[config.mk]
export PLATFORM = sky130hd
export DESIGN_NAME = vector_multiply_sequencer
export DESIGN_NICKNAME = d
export VERILOG_FILES = /design/src/rtl/vector_multiply_sequencer.sv
export SDC_FILE = /design/constraint.sdc
export NUM_CORES = 1
export LEC_CHECK = 0
export ABC_AREA = 1
export BUFFER_PORTS_ARGS = -buffer_cell sky130_fd_sc_hd__buf_2
export CORE_AREA = 2 2 180 182
export CTS_BUF_LIST = sky130_fd_sc_hd__clkbuf_8
export DETAILED_ROUTE_END_ITERATION = 8
export DIE_AREA = 0 0 182 184
export PLACE_DENSITY = 0.62
export SLEW_MARGIN = 20
export SYNTH_ARGS = -nofsm -noshare
export SYNTH_HDL_FRONTEND = slang
export SYNTH_SLANG_ARGS = --single-unit
export TNS_END_PERCENT = 5
[constraint.sdc]
create_clock -name clock -period 3.7 [get_ports clock]
set_input_delay 0.185 -clock clock [delete_from_list [all_inputs] [get_ports clock]]
set_output_delay 0.185 -clock clock [all_outputs]
set_load 0.01 [all_outputs]
[src/rtl/vector_multiply_sequencer.sv]
// Issue/writeback sequencer for vector_multiply_unit: walks vs2/vs1/vd register groups one 64-bit chunk per cycle.
// Optional build macro VECTOR_MULTIPLY_SEQUENCER_TAIL_UNDISTURBED_EN masks tail bytes of the final chunk write.

package dragonfang_pkg;
  typedef struct packed {
    logic vmul;
    logic vmulh;
    logic vmulhu;
    logic vmulhsu;
  } execution_vector_t;
endpackage

module vector_multiply_sequencer
  import dragonfang_pkg::*;
#(
  parameter int VLEN             = 512,
  parameter int CHUNKS_PER_REG   = VLEN / 64,
  parameter int CHUNK_ADDR_WIDTH = 5 + $clog2(CHUNKS_PER_REG),
  parameter int VL_WIDTH         = $clog2(VLEN) + 1
) (
  input  logic                        clock,
  input  logic                        reset,
  input  logic                        request_valid,
  output logic                        request_ready,
  input  execution_vector_t           request_execution_vector,
  input  logic [1:0]                  request_sew,
  input  logic [VL_WIDTH-1:0]         request_vl,
  input  logic [4:0]                  request_vs2,
  input  logic [4:0]                  request_vs1,
  input  logic [4:0]                  request_vd,
  output logic [CHUNK_ADDR_WIDTH-1:0] read_address_vs2,
  output logic [CHUNK_ADDR_WIDTH-1:0] read_address_vs1,
  input  logic [63:0]                 read_data_vs2,
  input  logic [63:0]                 read_data_vs1,
  output execution_vector_t           multiply_execution_vector,
  output logic [63:0]                 multiply_vs2,
  output logic [63:0]                 multiply_vs1,
  input  logic [63:0]                 multiply_vd,
  output logic                        write_enable,
  output logic [CHUNK_ADDR_WIDTH-1:0] write_address,
  output logic [63:0]                 write_data,
  output logic [7:0]                  write_byte_enable,
  output logic                        busy,
  output logic                        done
);

  localparam int DATA_W    = 64;
  localparam int BYTES_W   = $clog2(VLEN) + 1;      // active bytes never exceed one LMUL=8 group of VLEN bytes
  localparam int CNT_W     = $clog2(VLEN / 8) + 1;  // up to 8 registers worth of chunks
  localparam int IDX_SHIFT = $clog2(CHUNKS_PER_REG);

  typedef enum logic [1:0] {IDLE, ISSUE, DRAIN, DONE} state_t;

  state_t                state;
  logic [CNT_W-1:0]      issue_idx;
  logic [CNT_W-1:0]      chunks_q;
  logic [4:0]            vs2_q;
  logic [4:0]            vs1_q;
  logic [4:0]            vd_q;
`ifdef VECTOR_MULTIPLY_SEQUENCER_TAIL_UNDISTURBED_EN
  logic [2:0]            tail_q;
`endif

  logic                  vld_p0, vld_p1, vld_p2;
  logic [CNT_W-1:0]      idx_p0, idx_p1, idx_p2;
  logic                  last_p0, last_p1, last_p2;

  logic [VL_WIDTH-1:0]   vlmax;
  logic [VL_WIDTH-1:0]   vl_eff;
  logic [BYTES_W-1:0]    req_bytes;
  logic [CNT_W-1:0]      req_chunks;
  logic                  accept;

  function automatic logic [CHUNK_ADDR_WIDTH-1:0] chunk_addr(input logic [4:0] base,
                                                             input logic [CNT_W-1:0] idx);
    logic [CHUNK_ADDR_WIDTH-1:0] group;
    group = CHUNK_ADDR_WIDTH'(base) << IDX_SHIFT;
    return group + CHUNK_ADDR_WIDTH'(idx);
  endfunction

`ifdef VECTOR_MULTIPLY_SEQUENCER_TAIL_UNDISTURBED_EN
  // A zero remainder means the final chunk is fully populated.
  function automatic logic [7:0] tail_mask(input logic [2:0] active);
    if (active == 3'd0) return 8'hFF;
    return 8'hFF >> (4'd8 - {1'b0, active});
  endfunction
`endif

  // VLMAX at LMUL=8 is VLEN >> sew_code elements; total bytes scale back up by the same shift.
  always_comb begin
    vlmax      = VL_WIDTH'(VLEN) >> request_sew;
    vl_eff     = (request_vl > vlmax) ? vlmax : request_vl;
    req_bytes  = BYTES_W'(vl_eff) << request_sew;
    req_chunks = CNT_W'((req_bytes + BYTES_W'(7)) >> 3);
    accept     = (state == IDLE) && request_valid;
  end

  always_ff @(posedge clock) begin
    if (reset) begin
      state                     <= IDLE;
      request_ready             <= 1'b1;
      busy                      <= 1'b0;
      done                      <= 1'b0;
      vld_p0                    <= 1'b0;
      vld_p1                    <= 1'b0;
      vld_p2                    <= 1'b0;
      read_address_vs2          <= '0;
      read_address_vs1          <= '0;
      multiply_execution_vector <= '0;
      multiply_vs2              <= '0;
      multiply_vs1              <= '0;
      write_enable              <= 1'b0;
      write_address             <= '0;
      write_data                <= '0;
      write_byte_enable         <= '0;
    end else begin
      // p0 -> p1: register-file read in flight
      vld_p1 <= vld_p0;

      // p1 -> p2: read data registered as multiply operands
      vld_p2 <= vld_p1;
      if (vld_p1) begin
        multiply_vs2 <= read_data_vs2;
        multiply_vs1 <= read_data_vs1;
      end

      // p2 -> write port: combinational product captured
      write_enable <= vld_p2;
      if (vld_p2) begin
        write_address <= chunk_addr(vd_q, idx_p2);
        write_data    <= multiply_vd[DATA_W-1:0];
      end
`ifdef VECTOR_MULTIPLY_SEQUENCER_TAIL_UNDISTURBED_EN
      write_byte_enable <= !vld_p2 ? 8'h00 : (last_p2 ? tail_mask(tail_q) : 8'hFF);
`else
      write_byte_enable <= {8{vld_p2}};
`endif

      vld_p0 <= 1'b0;
      done   <= 1'b0;

      case (state)
        IDLE: begin
          if (request_valid) begin
            multiply_execution_vector <= request_execution_vector;
            request_ready             <= 1'b0;
            busy                      <= 1'b1;
            if (req_chunks != '0) begin
              read_address_vs2 <= chunk_addr(request_vs2, '0);
              read_address_vs1 <= chunk_addr(request_vs1, '0);
              vld_p0           <= 1'b1;
              idx_p0           <= '0;
              last_p0          <= (req_chunks == CNT_W'(1));
              issue_idx        <= CNT_W'(1);
              state            <= ISSUE;
            end else begin
              done  <= 1'b1;
              state <= DONE;
            end
          end
        end
        ISSUE: begin
          if (issue_idx < chunks_q) begin
            read_address_vs2 <= chunk_addr(vs2_q, issue_idx);
            read_address_vs1 <= chunk_addr(vs1_q, issue_idx);
            vld_p0           <= 1'b1;
            idx_p0           <= issue_idx;
            last_p0          <= (issue_idx == chunks_q - CNT_W'(1));
            issue_idx        <= issue_idx + CNT_W'(1);
          end else begin
            state <= DRAIN;
          end
        end
        DRAIN: begin
          // done is raised on the same edge that launches the final write.
          if (vld_p2 && last_p2) begin
            done  <= 1'b1;
            state <= DONE;
          end
        end
        DONE: begin
          request_ready <= 1'b1;
          busy          <= 1'b0;
          state         <= IDLE;
        end
        default: state <= IDLE;
      endcase
    end
  end

  // Request fields and per-chunk indices travel without reset; the valid bits above qualify them.
  always_ff @(posedge clock) begin
    if (accept) begin
      chunks_q <= req_chunks;
      vs2_q    <= request_vs2;
      vs1_q    <= request_vs1;
      vd_q     <= request_vd;
`ifdef VECTOR_MULTIPLY_SEQUENCER_TAIL_UNDISTURBED_EN
      tail_q   <= req_bytes[2:0];
`endif
    end
    idx_p1  <= idx_p0;
    last_p1 <= last_p0;
    idx_p2  <= idx_p1;
    last_p2 <= last_p1;
  end

endmodule
[After elaboration in Yosys (flattened, before gate mapping)]
Index checks and enable logic that the tools add are counted.
W data, S select, Z words.
Cells by class
  add/sub/neg operators: 6
  magnitude comparators: 2
  eq/ne operators: 10
  shifts and indexed selects: 2
  mux-type cells: 38
  bitwise gates (word level): 1
  reductions and logical operators: 11
Operators by type and width (number)
  $mux W8: 6
  $mux W7: 6
  $pmux W8 S2: 2
  $pmux W7 S2: 2
  $add A8 B7 Y8: 3
  $mux W1: 11
  $add A10 B3 Y10 const B: 1
  $gt A10 B10 Y1: 1
  $mux W10: 1
  $pmux W1 S2: 5
  $shl A10 B2 Y10: 1
  $shr A10 B2 Y10 const A: 1
  $mux W2: 4
  $ne A2 B2 Y1 const B: 4
  $pmux W2 S4: 1
  $add A7 B1 Y7 const B: 1
  $eq A7 B1 Y1 const B: 1
  $eq A7 B7 Y1: 1
  $lt A7 B7 Y1: 1
  $reduce_bool A7 Y1: 1
  $sub A7 B1 Y7 const B: 1
  $reduce_and A5 Y1: 1
  $eq A2 B2 Y1 const B: 2
  $reduce_and A2 Y1: 2
  other kinds (8): 10
Storage, ports and cells
  bits in registers: 283
  bits of input ports: 226
  output and inout bits: 232
  logic and storage cells: 100

[Logic depth before layout (Yosys ltp)]
Gate-level depths: netlist of the first run.
  depth in word-level cells: 9
  mapped depth: 28
  mapped depth without buffers: 26

[Worst setup path after synthesis of the first run]
OpenSTA, ideal clock, no wires.
  path kind: in2reg
  from: in request_sew[0]
  to: reg idx_p0[0], enable pin
  library setup time: 0.386 ns
  arrival: 3.062 ns
  data required time: 3.314 ns
  slack: 0.252 ns
  stages: 25
  buffers on the path: 3
  cells stage by stage: buf_2 > nor2_1 > inv_1 > ha_1 > nand2_1 > inv_1 > nand2_1 > nand3_1 > nand2_4 > buf_8 > nand3_1 > nand2_2 > nand2_1 > nand2_1 > nand2_1 > nor2_2 > nand2_1 > nand2_1 > nand2_1 > nand2_1 > nor2_4 > nand3_4 > nand2_4 > buf_6 > nor2_1
On the way
  cells in the longest elaborated chain, start to end: 8
RTL lines
  from (decl): line 26  | input logic [1:0] request_sew,
  $shr A10 B2 Y10: line 91  | vlmax = VL_WIDTH'(VLEN) >> request_sew;
  $gt A10 B10 Y1: line 92  | vl_eff = (request_vl > vlmax) ? vlmax : request_vl;
  $mux W10: line 92
  $shl A10 B2 Y10 (*): line 93  | req_bytes = BYTES_W'(vl_eff) << request_sew;
  $add A10 B3 Y10 (*): line 94  | req_chunks = CNT_W'((req_bytes + BYTES_W'(7)) >> 3);
  $reduce_bool A7 Y1 (*): line 148  | if (req_chunks != '0) begin
  $ne A2 B1 Y1 (no source line) (*)
  $reduce_and A5 Y1 (no source line) (*)
  to (signal assigned): line 167  | idx_p0 <= issue_idx;
  to (decl): line 65  | logic [CNT_W-1:0] idx_p0, idx_p1, idx_p2;
Mark *: on every way between the ends. The rest lies on a longest branch, timed or not.
A chain may end at the register's enable or synchronous reset.

[Final worst setup path of the first run]
  from: reg issue_idx[2]
  to: reg idx_p0[5], enable pin
On the way
  cells in the longest elaborated chain, start to end: 3
RTL lines
  from (decl): line 55  | logic [CNT_W-1:0] issue_idx;
  from (signal assigned): line 169  | issue_idx <= issue_idx + CNT_W'(1);
  $lt A7 B7 Y1: line 163  | if (issue_idx < chunks_q) begin
  $ne A2 B2 Y1 (no source line)
  $reduce_and A5 Y1 (no source line)
Every way passes these cells.

==> summary.md, run 1 <==
| Metric | Value |
|---|---|
| Run status | finished, final reports clean |
| Setup Crit Path Kind | reg2reg |
| Clock buffer depth | 3 |
| Largest cells by area after synthesis | dfxtp_1, nor2_1, o21ai_0, edfxtp_1, nand2_1 |
| Post-synth top area cell | dfxtp_1 |
| Leak Pwr | around 8.6 nW |
| Setup TNS | 0 ns |
| Die H | 184 um |
| Starting Density | a little over a third |
| Period utilization | around nine tenths |
| Top sig layer | met4 |
| Via-to-Cell Ratio | 4.63 |
| Nets | 2287 |
| CP top delay family | compound AO/OA/AOI/OAI gates |
| Routed WL | 37900 um |
| Met1 WL | 15500 um |
| CP peak stage delay | 0.51 ns |
| Clk slew on worst S/H paths | 0.06 ns |
| Die Wd | ~180 um |
| Prevailing post-synth register cell | dfxtp_1 |
| Worst R2R Start | issue_idx[2]$_SDFFCE_PP0P_ |
| Worst path buffer plus inverter count | 1 |
| Placed inst area | around 14000 sq um |
| Synth-to-layout area growth | 50.4% |
| Commonest cells post-synth | nor2_1, dfxtp_1, o21ai_0, nand2_1, inv_1 |
| Sequential area share after synthesis | 53.9% |
| Post-synth cell types | 35 |
| Post-synth ARST share | 0% |
| Largest net degree at the start of global routing | 166 |
| Startpoint types | flop |
| Overflow after GRT | 0 |
| Via Count | 11439 |
| HP Class | in2reg |
| Register area | ~6000 sq um |
| Power, Total | 9.28 mW |
| Clk_skew | 0.0183 ns |
| Top cell by count, worst path | a21oi_1 |
| Worst Setup End Kind | flop |
| DRT iter0 DRCs | 585 |
| Min Tclk post-route | 3.26 ns |
| Layout cells sized above 1 | 26.7% |
| Pins Over Slew Limit | 0 |
| Skew-Pair Late Insertion Delay | between 0.5 and 0.6 ns |
| Maximum vdd drop | between 0.4 and 0.5 mV |
| Hold_sp | request_valid |
| Post-DP HPWL | around 25000 um |
| Critical path's slowest cell | a21oi_1 |
| Crit path launch | issue_idx[2]$_SDFFCE_PP0P_ |
| Max Cap Viol | 0 |
| Die area | approximately 33000 sq um |
| Max Clk Rate | 307 MHz |
| Critical path fanouts, max | 21 |
| Post-Syn Area per Cell | between 7 and 8 sq um |
| First-pass GRT wire length | approximately 58000 um |
| Synth warn | 0 |
| Post-CTS Setup Inserts | 0 |
| Multi-input gate area | 4390 sq um |
| Core area | about 31000 sq um |
| EDFF count, synth | 37 |
| Initial antenna violation count | 2 |
| CTS buffer count | 46 |
| Crit-path cells | ha_1, a21oi_1, o21ai_0, a21oi_1, nor2_1, o21a_1, o21ai_0, nand2_1, a21oi_1, nand2_4, nor2_1, buf_4 |
| R2R depth | 12 |
| Worst reg-to-reg setup slack | about 0.44 ns |
| Setup violators final | 0 |
| Ports | 458 |
| Gr usage total | 21.4% |
| Placer Congestion | 0.827 |
| Net Count, Synth | 1648 |
| WHS | around 0.16 ns |
| Yosys top cell area share | 43.9% |
| Measured slew at the worst slew-check pin | 1.03 ns |
| Cells after Synth | 1390 |
| Initial DRT Pass Iterations | 5 |
| Met2 WL | 18000 um |
| Worst Hold Depth | 7 |
| Final ANT Viol Nets | 0 |
| Non-Filler Instances | 2468 |
| Endpoints failing hold | 0 |
| H-tree depth | 2 |
| Top-count cell post-synth | nor2_1 |
| CTS tree | built |
| Root buffer cell | clkbuf_8 |
| RSZ-0062 raised after global routing | false |
| DRC | 0 |
| Worst path depth | 12 |
| Synth Cell Area | 11000 sq um |
| Max transition margin | 31.2% |
| CP arrival | 3.49 ns |
| Routed len/inst | 15.4 um |
| Pwr/cell area | 559 nW/um^2 |
| Clock sinks | 279 |
| Vias in the first global route | 11226 |
| Placed cell count | 2171 |
| # rows | 65 |
| PortBufs | 457 |
| Filler instances | 2846 |
| Fin area | 16600 sq um |
| Met3 WL post-DR | a little over 3000 um |
| Yosys reg bits | 279 |
| Req. time, crit path | 3.94 ns |
## flip-flops by register name (all words and copies together), names as in the netlist, 7 cells and up
| register | count |
|---|---|
| multiply_vs1 | 64 |
| multiply_vs2 | 64 |
| write_data | 64 |
| read_address_vs2 | 8 |
| write_address | 8 |
| chunks_q | 7 |
| idx_p0 | 7 |
| idx_p1 | 7 |
| idx_p2 | 7 |
| issue_idx | 7 |
## worst paths after layout
check,endpoint
min reg2reg,idx_p2[6]$_DFF_P_
max reg2reg,idx_p0[5]$_SDFFCE_PP0P_
min,state[0]$_SDFFE_PP0P_
max,idx_p0[5]$_SDFFCE_PP0P_
## per-layer routing
metal	global-route usage, %	vias up
met5	0	-
met1	25.5	5188
met2	35.5	443
met4	9.68	0
li1	-	5713
met3	6.46	95
## cells in the final DEF (no fill, tap or decap), drive strengths merged, types with 5 or more instances in the layout
cell / netlist / final
dlygate4sd3: 0 / 212
nor3: 5 / 5
clkbuf: 71 / 61
inv: 78 / 92
a21oi: 23 / 23
clkinv: 0 / 6
edfxtp: 37 / 37
xnor2: 8 / 8
dfxtp: 242 / 242
o21ai: 227 / 227
xor2: 10 / 10
nand2: 142 / 142
nor2: 453 / 453
nand3: 34 / 34
ha: 29 / 29
buf: 17 / 467
## area by class of cell
cell class | count | share of cell area, %
multi-input combinational | 945 | 26.4
sequential | 279 | 35.9
tap | 402 | 3.03
antenna | 2 | 0.0301
clock inverter | 22 | 0.610
clock buffer | 61 | 5.05
inverter | 78 | 1.79
timing repair buffer | 679 | 27.1
## stage by stage
step | setup slack [ns] | util [%]
3_5_place_dp | 0.175 | 43.1
6_report | 0.441 | 52.9
4_1_cts | 0.484 | 52.9
2_1_floorplan | 0.252 | -
5_1_grt | 0.179 | 52.9
3_3_place_gp | 0.263 | 43.1
## what timing repair did
action                    CTS  global route
gates resized for setup     0             0
hold endpoints to repair  219             0
hold buffers              212             0
## worst register-to-register path: stages, from the launching register on
cell	delay, ns
edfxtp_1	0.49
ha_1	0.35
a21oi_1	0.13
o21ai_0	0.11
a21oi_1	0.16
nor2_1	0.06
o21a_1	0.15
o21ai_0	0.17
nand2_1	0.15
a21oi_1	0.51
nand2_4	0.26
nor2_1	0.15
buf_4	0.25
## power breakdown
part | switching, mW | total, mW | leakage, nW | internal [mW]
Combinational | 1.61 | 2.64 | 5.71 | 1.04
Clock | 1.24 | 2.71 | 0.534 | 1.47
Sequential | 0.282 | 3.93 | 2.33 | 3.65
Total | 3.12 | 9.28 | 8.58 | 6.16
## logic make-up after synthesis
group	after synthesis	synth area share, %
XOR/XNOR	18	1.43
adder cells (fa/ha/maj)	32	3.83
buffers and inverters	166	6.31
AO/OA/AOI/OAI	257	11.8
AND/OR/NAND/NOR	638	22.7
flip-flops	279	53.9
(Power assumes the default switching activity.)
==> run 2, diff against run 1 <==
Settings changed: BUFFER_PORTS_ARGS -buffer_cell sky130_fd_sc_hd__buf_2 to -buffer_cell sky130_fd_sc_hd__buf_4.
==> run 2 against run 1 <==
  * Combinational power up 9.8%
  * Design area grew 7.0%
  * First-iteration DRC count grew 6.2%
  * Cell count is 0.36% higher
  * Total power rose by 3.7%
  * Utilization rose by 3.7 points
  * Clock power increased by 3%
  * Clock-buffer cell count is 3 lower
  * Sequential share of layout area is 2.4 points lower
  * Clock skew is 0.0080 ns lower
==> summary.md, run 2 (same netlist as run 1, synthesis figures left out) <==
| Metric | Value |
|---|---|
| Reg2reg end | idx_p0[6]$_SDFFCE_PP0P_ |
| Core area | 31400 sq um (unchanged) |
| Vias in the first global route | 11294 (+0.61%) |
| Max Cap Viol | 0 (unchanged) |
| CP arrival | 3.44 ns (-0.05 ns) |
| Clk_skew | 0.0103 ns (-0.00802 ns) |
| Starting Density | 35.2% (unchanged) |
| Placer Congestion | 0.846 (+2.3%) |
| Gr usage total | 22.3% (+0.95 points) |
| CTS tree | built |
| PortBufs | 457 (unchanged) |
| Worst Setup End Kind | flop |
| Via Count | 11615 (+1.5%) |
| Die H | 184 um (unchanged) |
| Post-DP HPWL | 26100 um (+5.4%) |
| RSZ-0062 raised after global routing | false |
| Commonest non-fill, non-tap cells in the layout | buf_4, nor2_1, dfxtp_1 |
| Final ANT Viol Nets | 0 (unchanged) |
| Largest regs | multiply_vs1 (64), multiply_vs2 (64), write_data (64) |
| Top cell by count, worst path | a21oi_1 |
| Root buffer cell | clkbuf_8 |
| Critical path's slowest cell | a21oi_1 |
| Setup Crit Path Kind | reg2reg |
| Crit-path cells | ha_1, a21oi_1, o21ai_0, a21oi_1, nor2_1, o21a_1, o21ai_0, nand2_1, a21oi_1, nand2_4, nor2_1, buf_4 |
| Hold_sp | request_valid |
| Clock buffer depth | 3 (unchanged) |
| CP peak stage delay | 0.51 ns (about the same) |
| Max Clk Rate | 313 MHz (+2.0%) |
| Skew-Pair Late Insertion Delay | 0.57 ns (+0.02 ns) |
| Clock share of power | 28.8% (-0.4 points) |
| Ports | 458 (unchanged) |
| Worst Hold Depth | 4 (-3) |
| CTS buffer count | 48 (+4.3%) |
| Min Tclk post-route | 3.19 ns (-0.0650 ns) |
| Post-CTS Setup Inserts | 0 (unchanged) |
| Maximum vdd drop | 0.367 mV (-9.2%) |
| Nets | 2291 (+0.17%) |
| Initial antenna violation count | 3 (+1) |
| Combinational fraction of design power | 30.1% (+1.6 points) |
| Worst Hold End | multiply_execution_vector[0]$_SDFFE_PP0P_ |
| Worst R2R Start | issue_idx[2]$_SDFFCE_PP0P_ |
| Sequential power share | 41.1% (-1.2 points) |
| Via-to-Cell Ratio | 4.69 (+1.2%) |
| R2R depth | 12 (unchanged) |
| Initial DRT Pass Iterations | 5 (unchanged) |
| DRT iter0 DRCs | 621 (+6.2%) |
| H-tree depth | 2 (unchanged) |
| Layout cells sized above 1 | 26.5% (-0.24 points) |
| Commonest non-fill, non-tap cell in the layout | buf_4 |
| Endpoints failing hold | 0 (unchanged) |
| Max transition margin | 39.0% (+7.8 points) |
| Clk slew on worst S/H paths | 0.06 ns (about the same) |
| # rows | 65 (unchanged) |
| Largest net degree at the start of global routing | 100 (-40%) |
| Synth-to-layout area growth | 60.9% |
| Internal power | 6.44 mW (+4.5%) |
| Run status | finished, final reports clean |
| Clock sinks | 279 (unchanged) |
| Overflow after GRT | 0 (unchanged) |
| Routed WL | 39300 um (+3.7%) |
| Die area | 33500 sq um (unchanged) |
| Pins Over Slew Limit | 0 (unchanged) |
| Switch share | 33.2% (-0.49 points) |
| Period utilization | 86.3% (-1.8 points) |
| HP Class | in2reg |
| First-pass GRT wire length | 60300 um (+4.3%) |
| Switch Pwr | 3.19 mW (+2.2%) |
| Leak Pwr | 8.82 nW (+2.8%) |
| Routed len/inst | 15.9 um (+3.3%) |
| Startpoint types | flop |
| Die Wd | 182 um (unchanged) |
| Worst reg-to-reg setup slack | 0.51 ns (+0.07 ns) |
| DRC | 0 (unchanged) |
| Power, Total | 9.63 mW (+3.7%) |
| Pwr/cell area | 542 nW/um^2 (-3.1%) |
| Setup violators final | 0 (unchanged) |
| Critical path fanouts, max | 21 (unchanged) |
| Measured slew at the worst slew-check pin | 0.915 ns (-0.117 ns) |
| Setup TNS | 0 ns (unchanged) |
| Req. time, crit path | 3.95 ns (about the same) |
-- run 2: cell count changes in the layout (fill, tap and decap cells not counted), sizes merged --
cell / previous run / this run
buf: 467 / 469
bufinv: 0 / 1
clkbuf: 61 / 58
clkinv: 6 / 3
clkinvlp: 2 / 1
diode: 2 / 4
inv: 92 / 103
-- run 2: worst max-delay path, delay by kind of cell (launching register included) --
kind | cells | cell delay, ns
adder cells (fa/ha/maj) | 1 | 0.36
flip-flops | 1 | 0.48
AO/OA/AOI/OAI | 6 | 1.21
buffers and inverters | 1 | 0.25
AND/OR/NAND/NOR | 4 | 0.60
-- run 2: timing repair --
action | CTS | global route
gates resized for setup | 0 | 0
endpoints found under the hold margin | 225 | 0
hold buffers | 212 | 0
-- run 2: layout make-up --
class,count,area (sq um)
Clock buffer,58,798
Fill cell,2781,13600
Tap cell,402,503
Antenna cell,4,10.0
Timing Repair Buffer,681,5660
Sequential cell,279,5960
Inverter,78,298
Multi-Input combinational cell,945,4390
Clock inverter,30,158
-- run 2: worst max path at each step --
stage                                     startpoint                 endpoint  slack [ns]  cells past startpoint
after floorplan                       request_sew[0]  idx_p0[0]$_SDFFCE_PP0P_        0.25                     25
after global placement                request_sew[0]  idx_p0[4]$_SDFFCE_PP0P_        0.34                     25
after detailed placement              request_sew[0]  idx_p0[2]$_SDFFCE_PP0P_        0.24                     25
after CTS                 issue_idx[2]$_SDFFCE_PP0P_  idx_p0[6]$_SDFFCE_PP0P_        0.51                     12
after global routing      issue_idx[2]$_SDFFCE_PP0P_  idx_p0[6]$_SDFFCE_PP0P_        0.17                     12
final                     issue_idx[2]$_SDFFCE_PP0P_  idx_p0[6]$_SDFFCE_PP0P_        0.51                     12
-- run 2: power groups by stage --
stage / Sequential [mW] / Clock, mW / Combinational [mW]
2_1_floorplan: 4.11 / 0 / 1.39
3_3_place_gp: 4.00 / 0 / 2.67
3_5_place_dp: 4.01 / 0 / 2.70
4_1_cts: 3.96 / 2.86 / 2.90
5_1_grt: 4.02 / 3.01 / 3.22
6_report: 3.96 / 2.78 / 2.90
-- run 2: metal layers --
layer / GRT usage (%) / share of wire [%] / vias up
li1: - / - / 5727
met1: 26.8 / 41 / 5310
met2: 37.1 / 47 / 456
met3: 6.72 / 8.3 / 122
met4: 9.90 / 3.7 / 0
met5: 0 / 0 / -
-- run 2: stage by stage --
stage	setup WS [ns]	std cells	cell area, sq um	hold slack [ns]	utilization (%)
global route	0.172	2474	17800	0.141	56.6
detailed placement	0.235	2173	14700	0.314	46.8
finish	0.506	2477	17800	0.127	56.6
CTS	0.508	2473	17800	0.0985	56.6
global placement	0.338	2173	14700	0.312	46.8
floorplan	0.252	1390	11000	0.284	-
==> run 3, diff against run 2 <==
Settings changed: MAX_ROUTING_LAYER from default to met4.
==> run 3 against run 2 <==
  * Worst hold slack better by 0.018 ns
  * Clock skew is 0.010 ns higher
  * Routed wire length is 0.31% higher
  * Via count is 0.73% lower
  * Critical path depth stayed put
  * Combinational power hardly changed
  * Worst setup slack worse by 0.0055 ns
  * Sequential share of layout area is 0.10 points higher
  * Design area is 0.30% lower
  * Utilization is 0.17 points lower
  * Maximum frequency is 0.17% lower
  * Total power is 0.97% lower
  * Highest routed layer unchanged
==> summary.md, run 3 (same netlist as run 1, synthesis figures left out) <==
| Metric | Value |
|---|---|
| Fin area | 17700 sq um (-0.30%) |
| Run status | finished, final reports clean |
| Filler instances | 2789 (+0.29%) |
| Pwr/cell area | 538 nW/um^2 (-0.68%) |
| Startpoint types | flop |
| Pins Over Slew Limit | 0 (unchanged) |
| Layout cells sized above 1 | 26.4% (-0.068 points) |
| Die area | 33500 sq um (unchanged) |
| # rows | 65 (unchanged) |
| RSZ-0062 raised after global routing | false |
| CTS buffer count | 49 (+2.1%) |
| Placed inst area | 14700 sq um (about the same) |
| Largest regs | multiply_vs1 (64), multiply_vs2 (64), write_data (64) |
| Vias in the first global route | 11238 (-0.50%) |
| Overflow after GRT | 0 (unchanged) |
| Skew-Pair Late Insertion Delay | 0.56 ns (about the same) |
| CP arrival | 3.44 ns (about the same) |
| PortBufs | 457 (unchanged) |
| Worst Setup End Kind | flop |
| Post-CTS Resized | 0 (unchanged) |
| HP Class | in2reg |
| Leak Pwr | 8.79 nW (-0.40%) |
| Post-CTS Setup Inserts | 0 (unchanged) |
| Die Wd | 182 um (unchanged) |
| Nets | 2291 (unchanged) |
| CTS tree | built |
| Post-DP HPWL | 26200 um (+0.46%) |
| Setup Crit Path Kind | reg2reg |
| Starting Density | 35.2% (unchanged) |
| Max transition margin | 31.9% (-7.1 points) |
| Clock sinks | 279 (unchanged) |
| Initial antenna violation count | 2 (-1) |
| Placer Congestion | 0.849 (+0.32%) |
| Period utilization | 86.5% (+0.15 points) |
| Synth-to-layout area growth | 60.5% |
| Via Count | 11530 (-0.73%) |
| Root buffer cell | clkbuf_8 |
| Maximum vdd drop | 0.360 mV (-2.0%) |
| Measured slew at the worst slew-check pin | 1.02 ns (+0.106 ns) |
| Die H | 184 um (unchanged) |
| Largest net degree at the start of global routing | 111 (+11%) |
| Commonest non-fill, non-tap cell in the layout | buf_4 |
| Max Clk Rate | 313 MHz (-0.17%) |
| Ports | 458 (unchanged) |
| Max Cap Viol | 0 (unchanged) |
| Final ANT Viol Nets | 0 (unchanged) |
| Clock buffer depth | 3 (unchanged) |
| Clk slew on worst S/H paths | 0.06 ns (about the same) |
| Clk_skew | 0.0205 ns (+0.0102 ns) |
| Gr usage total | 23.0% (+0.71 points) |
| Critical path fanouts, max | 21 (unchanged) |
| DRC | 0 (unchanged) |
| DRT iter0 DRCs | 592 (-4.7%) |
| Setup TNS | 0 ns (unchanged) |
| CTS Hold Bufs | 212 (unchanged) |
| Setup violators final | 0 (unchanged) |
| First-pass GRT wire length | 59900 um (-0.58%) |
| Routed len/inst | 16.0 um (+0.60%) |
| Req. time, crit path | 3.94 ns (about the same) |
| Core area | 31400 sq um (unchanged) |
| Via-to-Cell Ratio | 4.67 (-0.45%) |
| Min Tclk post-route | 3.20 ns (+0.00550 ns) |
| Endpoints failing hold | 0 (unchanged) |
| Routed WL | 39400 um (+0.31%) |
| H-tree depth | 2 (unchanged) |
| Initial DRT Pass Iterations | 5 (unchanged) |
| Worst reg-to-reg setup slack | 0.50 ns (about the same) |
| Commonest non-fill, non-tap cells in the layout | buf_4, nor2_1, dfxtp_1 |
run 3: cell types whose count changed in the layout (fill, tap and decap cells not counted), moves of 2 or more:
cell / previous run / this run
clkinv_2: 2 / 4
clkbuf_8: 58 / 55
inv_1: 98 / 96
buf_4: 468 / 466
run 3: worst paths after layout:
| kind | start | depth (start not counted) | end |
|---|---|---|---|
| worst min register to register | idx_p1[3]$_DFF_P_ | 0 | idx_p2[3]$_DFF_P_ |
| worst max-delay path | issue_idx[2]$_SDFFCE_PP0P_ | 12 | idx_p0[5]$_SDFFCE_PP0P_ |
| worst max register to register | issue_idx[2]$_SDFFCE_PP0P_ | 12 | idx_p0[5]$_SDFFCE_PP0P_ |
| worst min-delay path | request_valid | 7 | state[0]$_SDFFE_PP0P_ |
run 3: metrics by stage:
stage / worst slack [ns] / util (%) / total power [mW] / instances / hold slack [ns]
6_report: 0.501 / 56.5 / 9.54 / 2470 / 0.145
5_1_grt: 0.223 / 56.4 / 10.1 / 2469 / 0.124
4_1_cts: 0.514 / 56.4 / 9.61 / 2467 / 0.0987
3_3_place_gp: 0.337 / 46.8 / 6.66 / 2172 / 0.312
3_5_place_dp: 0.238 / 46.8 / 6.71 / 2172 / 0.312
2_1_floorplan: 0.252 / - / 5.50 / 1390 / 0.284
run 3: cell type report:
cell class	count	area, sq um	area share, %
sequential	279	5960	33.6
multi-input combinational	945	4390	24.8
inverter	78	298	1.68
clock buffer	55	757	4.27
antenna	3	7.51	0.0424
clock inverter	28	144	0.812
timing repair buffer	680	5660	31.9
tap	402	503	2.84
run 3: worst max-delay path, cell delays in order, from the launching register on:
cell      delay, ns
edfxtp_1       0.49
ha_1           0.36
a21oi_1        0.13
o21ai_0        0.09
a21oi_1        0.15
nor2_1         0.06
o21a_1         0.16
o21ai_0        0.14
nand2_1        0.13
a21oi_1        0.51
nand2_4        0.26
nor2_1         0.14
buf_4          0.25
run 3: routing by layer:
layer,vias to the layer above,routed length [um],global-route usage [%]
met3,114,3130,7.11
met5,-,0,-
li1,5721,-,-
met4,0,1600,10.5
met2,420,18800,37.1
met1,5275,16000,26.4
run 3: power breakdown:
part	internal, mW	switching (mW)
clock network	1.42	1.26
logic	1.29	1.61
registers	3.65	0.309
total	6.36	3.17
